## config.mk

```make
export PLATFORM = sky130hd
export DESIGN_NAME = alu_arbiter_flat
export DESIGN_NICKNAME = d
export VERILOG_FILES = /design/src/rtl/alu_arbiter_if.sv /design/src/rtl/alu_arbiter.sv /design/src/flat_wrapper.sv
export SDC_FILE = /design/constraint.sdc
export NUM_CORES = 1
export LEC_CHECK = 0
export BUFFER_PORTS_ARGS = -buffer_cell sky130_fd_sc_hd__buf_2
export CAP_MARGIN = 10
export CELL_PAD_IN_SITES_DETAIL_PLACEMENT = 0
export CELL_PAD_IN_SITES_GLOBAL_PLACEMENT = 1
export CORE_MARGIN = 2
export CORE_UTILIZATION = 35
export CTS_BUF_LIST = sky130_fd_sc_hd__clkbuf_2 sky130_fd_sc_hd__clkbuf_4 sky130_fd_sc_hd__clkbuf_8
export DETAILED_ROUTE_END_ITERATION = 8
export PLACE_DENSITY = 0.87
export SETUP_SLACK_MARGIN = 0.02
export SLEW_MARGIN = 10
export SYNTH_ARGS = -nofsm -noshare
export SYNTH_HDL_FRONTEND = slang
export SYNTH_SLANG_ARGS = --single-unit
```

## constraint.sdc

```tcl
create_clock -name clk -period 2.28 [get_ports clk]
set_clock_uncertainty 0.2 [all_clocks]
set_input_delay 0.456 -clock clk [delete_from_list [all_inputs] [get_ports clk]]
set_output_delay 0.456 -clock clk [all_outputs]
set_load 0.01 [all_outputs]
```

## src/rtl/alu_arbiter_if.sv

```systemverilog
// alu_arbiter_if: request/response channels and ALU drive
// bundled between the arbiter and its clients/ALU.
interface alu_arbiter_if #(
  parameter int N_REQ = 2,
  parameter int WIDTH = 16
);
  logic [N_REQ-1:0]       req_valid;
  logic [N_REQ-1:0]       req_ready;
  logic [N_REQ-1:0]       req_mode;
  logic [4*N_REQ-1:0]     req_select;
  logic [N_REQ-1:0]       req_carry;
  logic [WIDTH*N_REQ-1:0] req_a;
  logic [WIDTH*N_REQ-1:0] req_b;
  logic [N_REQ-1:0]       rsp_valid;
  logic [N_REQ-1:0]       rsp_ready;
  logic [WIDTH-1:0]       rsp_data;
  logic                   rsp_carry;
  logic                   rsp_compare;
  logic                   alu_mode;
  logic                   alu_carry_in;
  logic [3:0]             alu_select;
  logic [WIDTH-1:0]       alu_in_a;
  logic [WIDTH-1:0]       alu_in_b;
  logic [WIDTH-1:0]       alu_result;
  logic                   alu_carry_out;
  logic                   alu_compare;

  modport slave (
    input  req_valid, req_mode, req_select,
    input  req_carry, req_a, req_b,
    output req_ready,
    output rsp_valid, rsp_data,
    output rsp_carry, rsp_compare,
    input  rsp_ready,
    output alu_mode, alu_carry_in, alu_select,
    output alu_in_a, alu_in_b,
    input  alu_result, alu_carry_out, alu_compare
  );

  modport master (
    output req_valid, req_mode, req_select,
    output req_carry, req_a, req_b,
    input  req_ready,
    input  rsp_valid, rsp_data,
    input  rsp_carry, rsp_compare,
    output rsp_ready,
    input  alu_mode, alu_carry_in, alu_select,
    input  alu_in_a, alu_in_b,
    output alu_result, alu_carry_out, alu_compare
  );
endinterface

```

## src/rtl/alu_arbiter.sv

```systemverilog
// alu_arbiter: round-robin sharing of one ALU among
// N_REQ requesters, IDLE -> EXEC -> RESP per operation.
module alu_arbiter #(
  parameter int N_REQ = 2,
  parameter int WIDTH = 16
) (
  input  logic         clk,
  input  logic         rst_n,
  alu_arbiter_if.slave bus,
  output logic         busy
);

  localparam int PW = (N_REQ > 1) ? $clog2(N_REQ) : 1;

  typedef enum logic [1:0] {
    S_IDLE,
    S_EXEC,
    S_RESP
  } state_t;

  state_t r_state;
  state_t w_next;

  logic [PW-1:0] r_rr_ptr;
  logic [PW-1:0] r_grant;
  logic [PW-1:0] w_grant;
  logic          w_any;
  int            w_idx;

  logic             r_mode;
  logic [3:0]       r_sel;
  logic             r_cin;
  logic [WIDTH-1:0] r_a;
  logic [WIDTH-1:0] r_b;

  logic [WIDTH-1:0] r_res;
  logic             r_cout;
  logic             r_cmp;

  // first pending requester at or above rr_ptr, wrapping
  always_comb begin
    w_any   = 1'b0;
    w_grant = r_rr_ptr;
    w_idx   = 0;
    for (int k = 0; k < N_REQ; k++) begin
      w_idx = int'(r_rr_ptr) + k;
      if (w_idx >= N_REQ) w_idx = w_idx - N_REQ;
      if (!w_any && bus.req_valid[w_idx]) begin
        w_any   = 1'b1;
        w_grant = PW'(w_idx);
      end
    end
  end

  // next state plus handshake strobes; ready suppressed in reset
  always_comb begin
    w_next        = r_state;
    bus.req_ready = '0;
    bus.rsp_valid = '0;
    unique case (r_state)
      S_IDLE: begin
        if (w_any && rst_n) begin
          bus.req_ready[w_grant] = 1'b1;
          w_next = S_EXEC;
        end
      end
      S_EXEC: w_next = S_RESP;
      S_RESP: begin
        bus.rsp_valid[r_grant] = 1'b1;
        if (bus.rsp_ready[r_grant]) w_next = S_IDLE;
      end
      default: w_next = S_IDLE;
    endcase
  end

  // state, grant and round-robin pointer
  always_ff @(posedge clk) begin
    if (!rst_n) begin
      r_state  <= S_IDLE;
      r_grant  <= '0;
      r_rr_ptr <= '0;
    end else begin
      r_state <= w_next;
      if (r_state == S_IDLE && w_any) r_grant <= w_grant;
      if (r_state == S_RESP && bus.rsp_ready[r_grant]) begin
        if (r_grant == PW'(N_REQ - 1)) r_rr_ptr <= '0;
        else r_rr_ptr <= r_grant + PW'(1);
      end
    end
  end

  // operand register, loaded only on acceptance
  always_ff @(posedge clk) begin
    if (!rst_n) begin
      r_mode <= 1'b0;
      r_sel  <= '0;
      r_cin  <= 1'b0;
      r_a    <= '0;
      r_b    <= '0;
    end else if (r_state == S_IDLE && w_any) begin
      r_mode <= bus.req_mode[w_grant];
      r_sel  <= bus.req_select[4*w_grant +: 4];
      r_cin  <= bus.req_carry[w_grant];
      r_a    <= bus.req_a[WIDTH*w_grant +: WIDTH];
      r_b    <= bus.req_b[WIDTH*w_grant +: WIDTH];
    end
  end

  // result register, captured at the end of EXEC
  always_ff @(posedge clk) begin
    if (!rst_n) begin
      r_res  <= '0;
      r_cout <= 1'b0;
      r_cmp  <= 1'b0;
    end else if (r_state == S_EXEC) begin
      r_res  <= bus.alu_result;
      r_cout <= bus.alu_carry_out;
      r_cmp  <= bus.alu_compare;
    end
  end

  assign bus.alu_mode     = r_mode;
  assign bus.alu_select   = r_sel;
  assign bus.alu_carry_in = r_cin;
  assign bus.alu_in_a     = r_a;
  assign bus.alu_in_b     = r_b;
  assign bus.rsp_data     = r_res;
  assign bus.rsp_carry    = r_cout;
  assign bus.rsp_compare  = r_cmp;
  assign busy             = (r_state != S_IDLE);

endmodule

```

## src/flat_wrapper.sv

```systemverilog
// flat-port wrapper written by rule: the top's interface ports become plain ports
module alu_arbiter_flat 
#(
  parameter int N_REQ = 2,
  parameter int WIDTH = 16
)
  (clk, rst_n, busy, bus_req_valid, bus_req_mode, bus_req_select, bus_req_carry, bus_req_a, bus_req_b, bus_req_ready, bus_rsp_valid, bus_rsp_data, bus_rsp_carry, bus_rsp_compare, bus_rsp_ready, bus_alu_mode, bus_alu_carry_in, bus_alu_select, bus_alu_in_a, bus_alu_in_b, bus_alu_result, bus_alu_carry_out, bus_alu_compare);
  alu_arbiter_if #(.N_REQ(N_REQ), .WIDTH(WIDTH)) bus_i ();
  input  logic clk;
  input  logic rst_n;
  output logic busy;
  input wire logic [$bits(bus_i.req_valid)-1:0] bus_req_valid;
  input wire logic [$bits(bus_i.req_mode)-1:0] bus_req_mode;
  input wire logic [$bits(bus_i.req_select)-1:0] bus_req_select;
  input wire logic [$bits(bus_i.req_carry)-1:0] bus_req_carry;
  input wire logic [$bits(bus_i.req_a)-1:0] bus_req_a;
  input wire logic [$bits(bus_i.req_b)-1:0] bus_req_b;
  output wire logic [$bits(bus_i.req_ready)-1:0] bus_req_ready;
  output wire logic [$bits(bus_i.rsp_valid)-1:0] bus_rsp_valid;
  output wire logic [$bits(bus_i.rsp_data)-1:0] bus_rsp_data;
  output wire logic [$bits(bus_i.rsp_carry)-1:0] bus_rsp_carry;
  output wire logic [$bits(bus_i.rsp_compare)-1:0] bus_rsp_compare;
  input wire logic [$bits(bus_i.rsp_ready)-1:0] bus_rsp_ready;
  output wire logic [$bits(bus_i.alu_mode)-1:0] bus_alu_mode;
  output wire logic [$bits(bus_i.alu_carry_in)-1:0] bus_alu_carry_in;
  output wire logic [$bits(bus_i.alu_select)-1:0] bus_alu_select;
  output wire logic [$bits(bus_i.alu_in_a)-1:0] bus_alu_in_a;
  output wire logic [$bits(bus_i.alu_in_b)-1:0] bus_alu_in_b;
  input wire logic [$bits(bus_i.alu_result)-1:0] bus_alu_result;
  input wire logic [$bits(bus_i.alu_carry_out)-1:0] bus_alu_carry_out;
  input wire logic [$bits(bus_i.alu_compare)-1:0] bus_alu_compare;
  assign bus_i.req_valid = bus_req_valid;
  assign bus_i.req_mode = bus_req_mode;
  assign bus_i.req_select = bus_req_select;
  assign bus_i.req_carry = bus_req_carry;
  assign bus_i.req_a = bus_req_a;
  assign bus_i.req_b = bus_req_b;
  assign bus_req_ready = bus_i.req_ready;
  assign bus_rsp_valid = bus_i.rsp_valid;
  assign bus_rsp_data = bus_i.rsp_data;
  assign bus_rsp_carry = bus_i.rsp_carry;
  assign bus_rsp_compare = bus_i.rsp_compare;
  assign bus_i.rsp_ready = bus_rsp_ready;
  assign bus_alu_mode = bus_i.alu_mode;
  assign bus_alu_carry_in = bus_i.alu_carry_in;
  assign bus_alu_select = bus_i.alu_select;
  assign bus_alu_in_a = bus_i.alu_in_a;
  assign bus_alu_in_b = bus_i.alu_in_b;
  assign bus_i.alu_result = bus_alu_result;
  assign bus_i.alu_carry_out = bus_alu_carry_out;
  assign bus_i.alu_compare = bus_alu_compare;
  alu_arbiter #(.N_REQ(N_REQ), .WIDTH(WIDTH)) u_core (.clk(clk), .rst_n(rst_n), .bus(bus_i), .busy(busy));
endmodule
```

==> summary by stage <==
Hold path
The worst hold path passes through 3 cells. The worst hold path terminates at u_core.bus.rsp_data[8]. The startpoint of the tightest hold check path is bus_alu_result[8]. The type of the tightest min-delay check is in -> reg.

Synthesis
The synthesized netlist net count is around 430. The netlist uses 32 different library cells. Counting instances in the post-synthesis netlist gives the leading cell types as sky130_fd_sc_hd__nand2_1 (93), sky130_fd_sc_hd__dfxtp_1 (60), sky130_fd_sc_hd__buf_2 (22), sky130_fd_sc_hd__a21oi_1 (21). During synthesis, Yosys emitted a total of 0 warnings. The number of synthesized register bits is 60. After synthesis the cells add up to 2910 µm². For this run, the register share of the synthesized area comes to between 40% and 50%.

The count of flip-flops with a built-in enable after synthesis is 0. The average cell area after synthesis is 8.71 µm². The portion of synthesized cell area occupied by the leading cell type is 41.3%. The library cell with the largest summed area after synthesis is sky130_fd_sc_hd__dfxtp_1. Synthesis produced around 330 cells. The most used flip-flop cell after synthesis is sky130_fd_sc_hd__dfxtp_1. Ranked by total cell area, the synthesized netlist is headed by sky130_fd_sc_hd__dfxtp_1 (41%), sky130_fd_sc_hd__nand2_1 (12%), sky130_fd_sc_hd__a221o_1 (6.9%). The dominant cell by count in the synthesized netlist is sky130_fd_sc_hd__nand2_1. The proportion of synthesized flip-flops having asynchronous set or reset is 0%.

Timing
Setup repair after global routing left no endpoint under its margin. The max-slew headroom at the worst pin is 48.3%. The final setup TNS is 0 ns. Across all setup checks in the final design, the least slack found is 0.135 ns.

The clock period could shrink to approximately 2.1 ns. The count of endpoints failing hold in the final timing report came to 0. The number of max-slew violations in the final report is 0. Static timing analysis puts the maximum clock frequency at 466 MHz.

At the pin with the least slew margin, the transition time is 0.773 ns. The worst hold slack is 0.163 ns. The total of endpoints with negative setup slack in the final report is 0. The final critical path takes up around 94% of the cycle.

Clock tree
The clock latency on the worst-skew pair is 0.32 ns. TritonCTS built the clock tree. The maximum clock insertion buffer count is 2. The clock sink total is 60.

The cell sitting at the root of the clock tree is a sky130_fd_sc_hd__clkbuf_8. After clock tree synthesis, the clock-pin slew on the worst setup and hold paths is 0.07 ns. The count of hold-fix buffers inserted at cts is 0. The total CTS buffers is 9. The H-tree depth is 3.

Floorplan
The die area is 9060 µm². The core region is 8130 µm². From bottom edge to top edge, the die measures 95.2 µm. The die is around 95 µm wide. The initial utilization of the core area, before any placement, comes to ~36%. In this run the core area contains 33 standard-cell rows. In this run the count of I/O pins placed on the die edge is 161.

Route
Dividing the detail-routed via count by the number of cells gives roughly 5.2. The first-pass detailed-route iteration total is 4. For this block, the routed nets add up to between 8 and 9 mm of wire. The DRC marker count from the first detailed-route iteration is 157. The number of nets with antenna violations after routing is 0. The detail-routed net length per standard cell is 14.9 µm.

Across all layers, the routed design uses 3105 vias. The post-detailed-route DRC marker count is 0.

Setup path
The slowest stage of the critical path is the sky130_fd_sc_hd__dfxtp_1 cell. In this run the critical register-to-register path is launched from u_core.r_state[0]. Traced cell by cell, the critical path runs through nor2_4 -> inv_4 -> nor3_2 -> and2_1 -> buf_2. The highest net fanout along the worst path is 19.

Across all register-to-register paths, the minimum setup slack is 0.45 ns. On the critical path the largest part of the delay comes from simple AND/OR/NAND/NOR gates. Counting cells, the worst reg-to-reg path comes to 5. The largest stage delay on the critical path is 0.36 ns. The critical path capture point type is an output port.

STA puts the critical path data arrival time at 1.49 ns. For the worst setup path, the data required time is 1.62 ns. Counting both buffers and inverters, the worst setup path holds a total of 2.

The setup path with the least slack is of type reg -> out. The worst register-to-register path ends at u_core.bus.alu_mode. The critical path launch point type is a flip-flop.

Placement
Summing all placed instances gives a cell area of 3770 µm². In this run, placement finished with an instance count of roughly 580. The count of input and output buffers is 160. The final RePlAce weighted congestion is 0.707. The post-placement setup slack is just under 0.3 ns.

The half-perimeter wire length after placement is 6.41 mm.

Global route
The via count of the first global-routing pass is around 2900. The maximum number of pins on one net before global-route repair is 40. The first global-routing pass estimated 13.7 mm of wire.

For this run, the total global-route usage over all layers was measured as 19.5%. The global-route congestion overflow total is 0. The initial antenna violation count was 0.

Pwr
The leakage power summed over all cells is 1.83 nW. The maximum ir drop on the vdd rail is 0.212 mV. The total power draw is 2.85 mW. Dividing total power by cell area gives a power density of just over 700 nW/µm².

Cells and area
The filler cells instantiated in the layout total 801. The post-layout utilization of the core is 48.8%. After the last flow step, the layout net total stands at 584.

The ratio of cells with drive above 1 in the final layout is 46.5%. After routing the design area is 3970 µm². The repair_antennas step left the layout with diodes totalling 0. Excluding fillers, the count of instances in the completed layout stands at ~590. The growth of design area from synthesis to finish is 36.3%.

Status
The flow ran to the end, and the final reports show no timing, DRC or antenna violations.

Job
The tool flagged a number of max-cap violations equal to 0.
-- worst reg2reg max path, stage by stage, from the launching register on --
cell,delay (ns)
sky130_fd_sc_hd__dfxtp_1,0.36
sky130_fd_sc_hd__nor2_4,0.18
sky130_fd_sc_hd__inv_4,0.11
sky130_fd_sc_hd__buf_4,0.24
sky130_fd_sc_hd__a2111oi_0,0.50
sky130_fd_sc_hd__a221o_1,0.18
-- state kept, by name (all words and copies together) (netlist names) --
signal	count
u_core.bus.alu_in_a	16
u_core.r_grant	1
u_core.bus.rsp_carry	1
u_core.bus.rsp_compare	1
u_core.bus.alu_in_b	16
u_core.bus.alu_select	4
u_core.r_state	2
u_core.r_rr_ptr	1
u_core.bus.alu_mode	1
u_core.bus.alu_carry_in	1
u_core.bus.rsp_data	16
-- report_power, final --
group / internal (mW) / switching, mW
clock network: 0.469 / 0.381
registers: 1.17 / 0.0730
logic: 0.338 / 0.416
total: 1.98 / 0.869
-- final cells by class --
class | count | area, µm² | share of cell area (%)
Sequential cell | 60 | 1200 | 30.3
Clock buffer | 13 | 166 | 4.20
Timing Repair Buffer | 177 | 941 | 23.7
Inverter | 5 | 21.3 | 0.536
Tap cell | 105 | 131 | 3.31
Multi-Input combinational cell | 231 | 1500 | 37.7
Clock inverter | 2 | 10.0 | 0.252
-- cell usage in the layout, fill, tap and decap left out, drive strengths merged, types with 2 or more instances in the layout --
cell,n
a2111oi,22
a21oi,21
a221o,20
and2,2
buf,177
clkbuf,13
clkinv,2
dfxtp,60
inv,5
nand2,93
nor2,4
nor2b,3
nor3,21
o211ai,2
o21a,2
o221a,17
o31ai,17
-- logic make-up after synthesis --
| logic type | Yosys count | synth area share (%) |
|---|---|---|
| AO/OA/AOI/OAI | 103 | 32.0 |
| buffers and inverters | 43 | 7.57 |
| multiplexers | 1 | 0.344 |
| flip-flops | 60 | 41.3 |
| adder cells (fa/ha/maj) | 1 | 0.387 |
| AND/OR/NAND/NOR | 126 | 18.4 |
-- how the worst max path moves through the flow --
stage                      start                       to  cells after the start
2_1_floorplan              rst_n         bus_req_ready[0]                      5
3_3_place_gp    bus_req_valid[1]  u_core.bus.alu_in_b[11]                      4
3_5_place_dp    bus_req_valid[1]  u_core.bus.alu_in_b[12]                      4
4_1_cts        u_core.r_state[1]                     busy                      4
5_1_grt        u_core.r_state[0]         bus_req_ready[1]                      5
6_report       u_core.r_state[0]         bus_req_ready[1]                      5
-- timing repair --
action,4_1_cts,5_1_grt
buffers inserted,0,2
hold endpoints to repair,0,0
endpoints found under the setup margin,0,2
resized for setup,0,2
-- metal layers --
layer,GRT usage [%],part of all wire (%),routed length (µm)
met5,0,0,0
met3,6.56,8.9,791
met2,31.7,46,4110
met4,7.61,2.3,201
met1,23.9,42,3760
(Power assumes the default switching activity.)
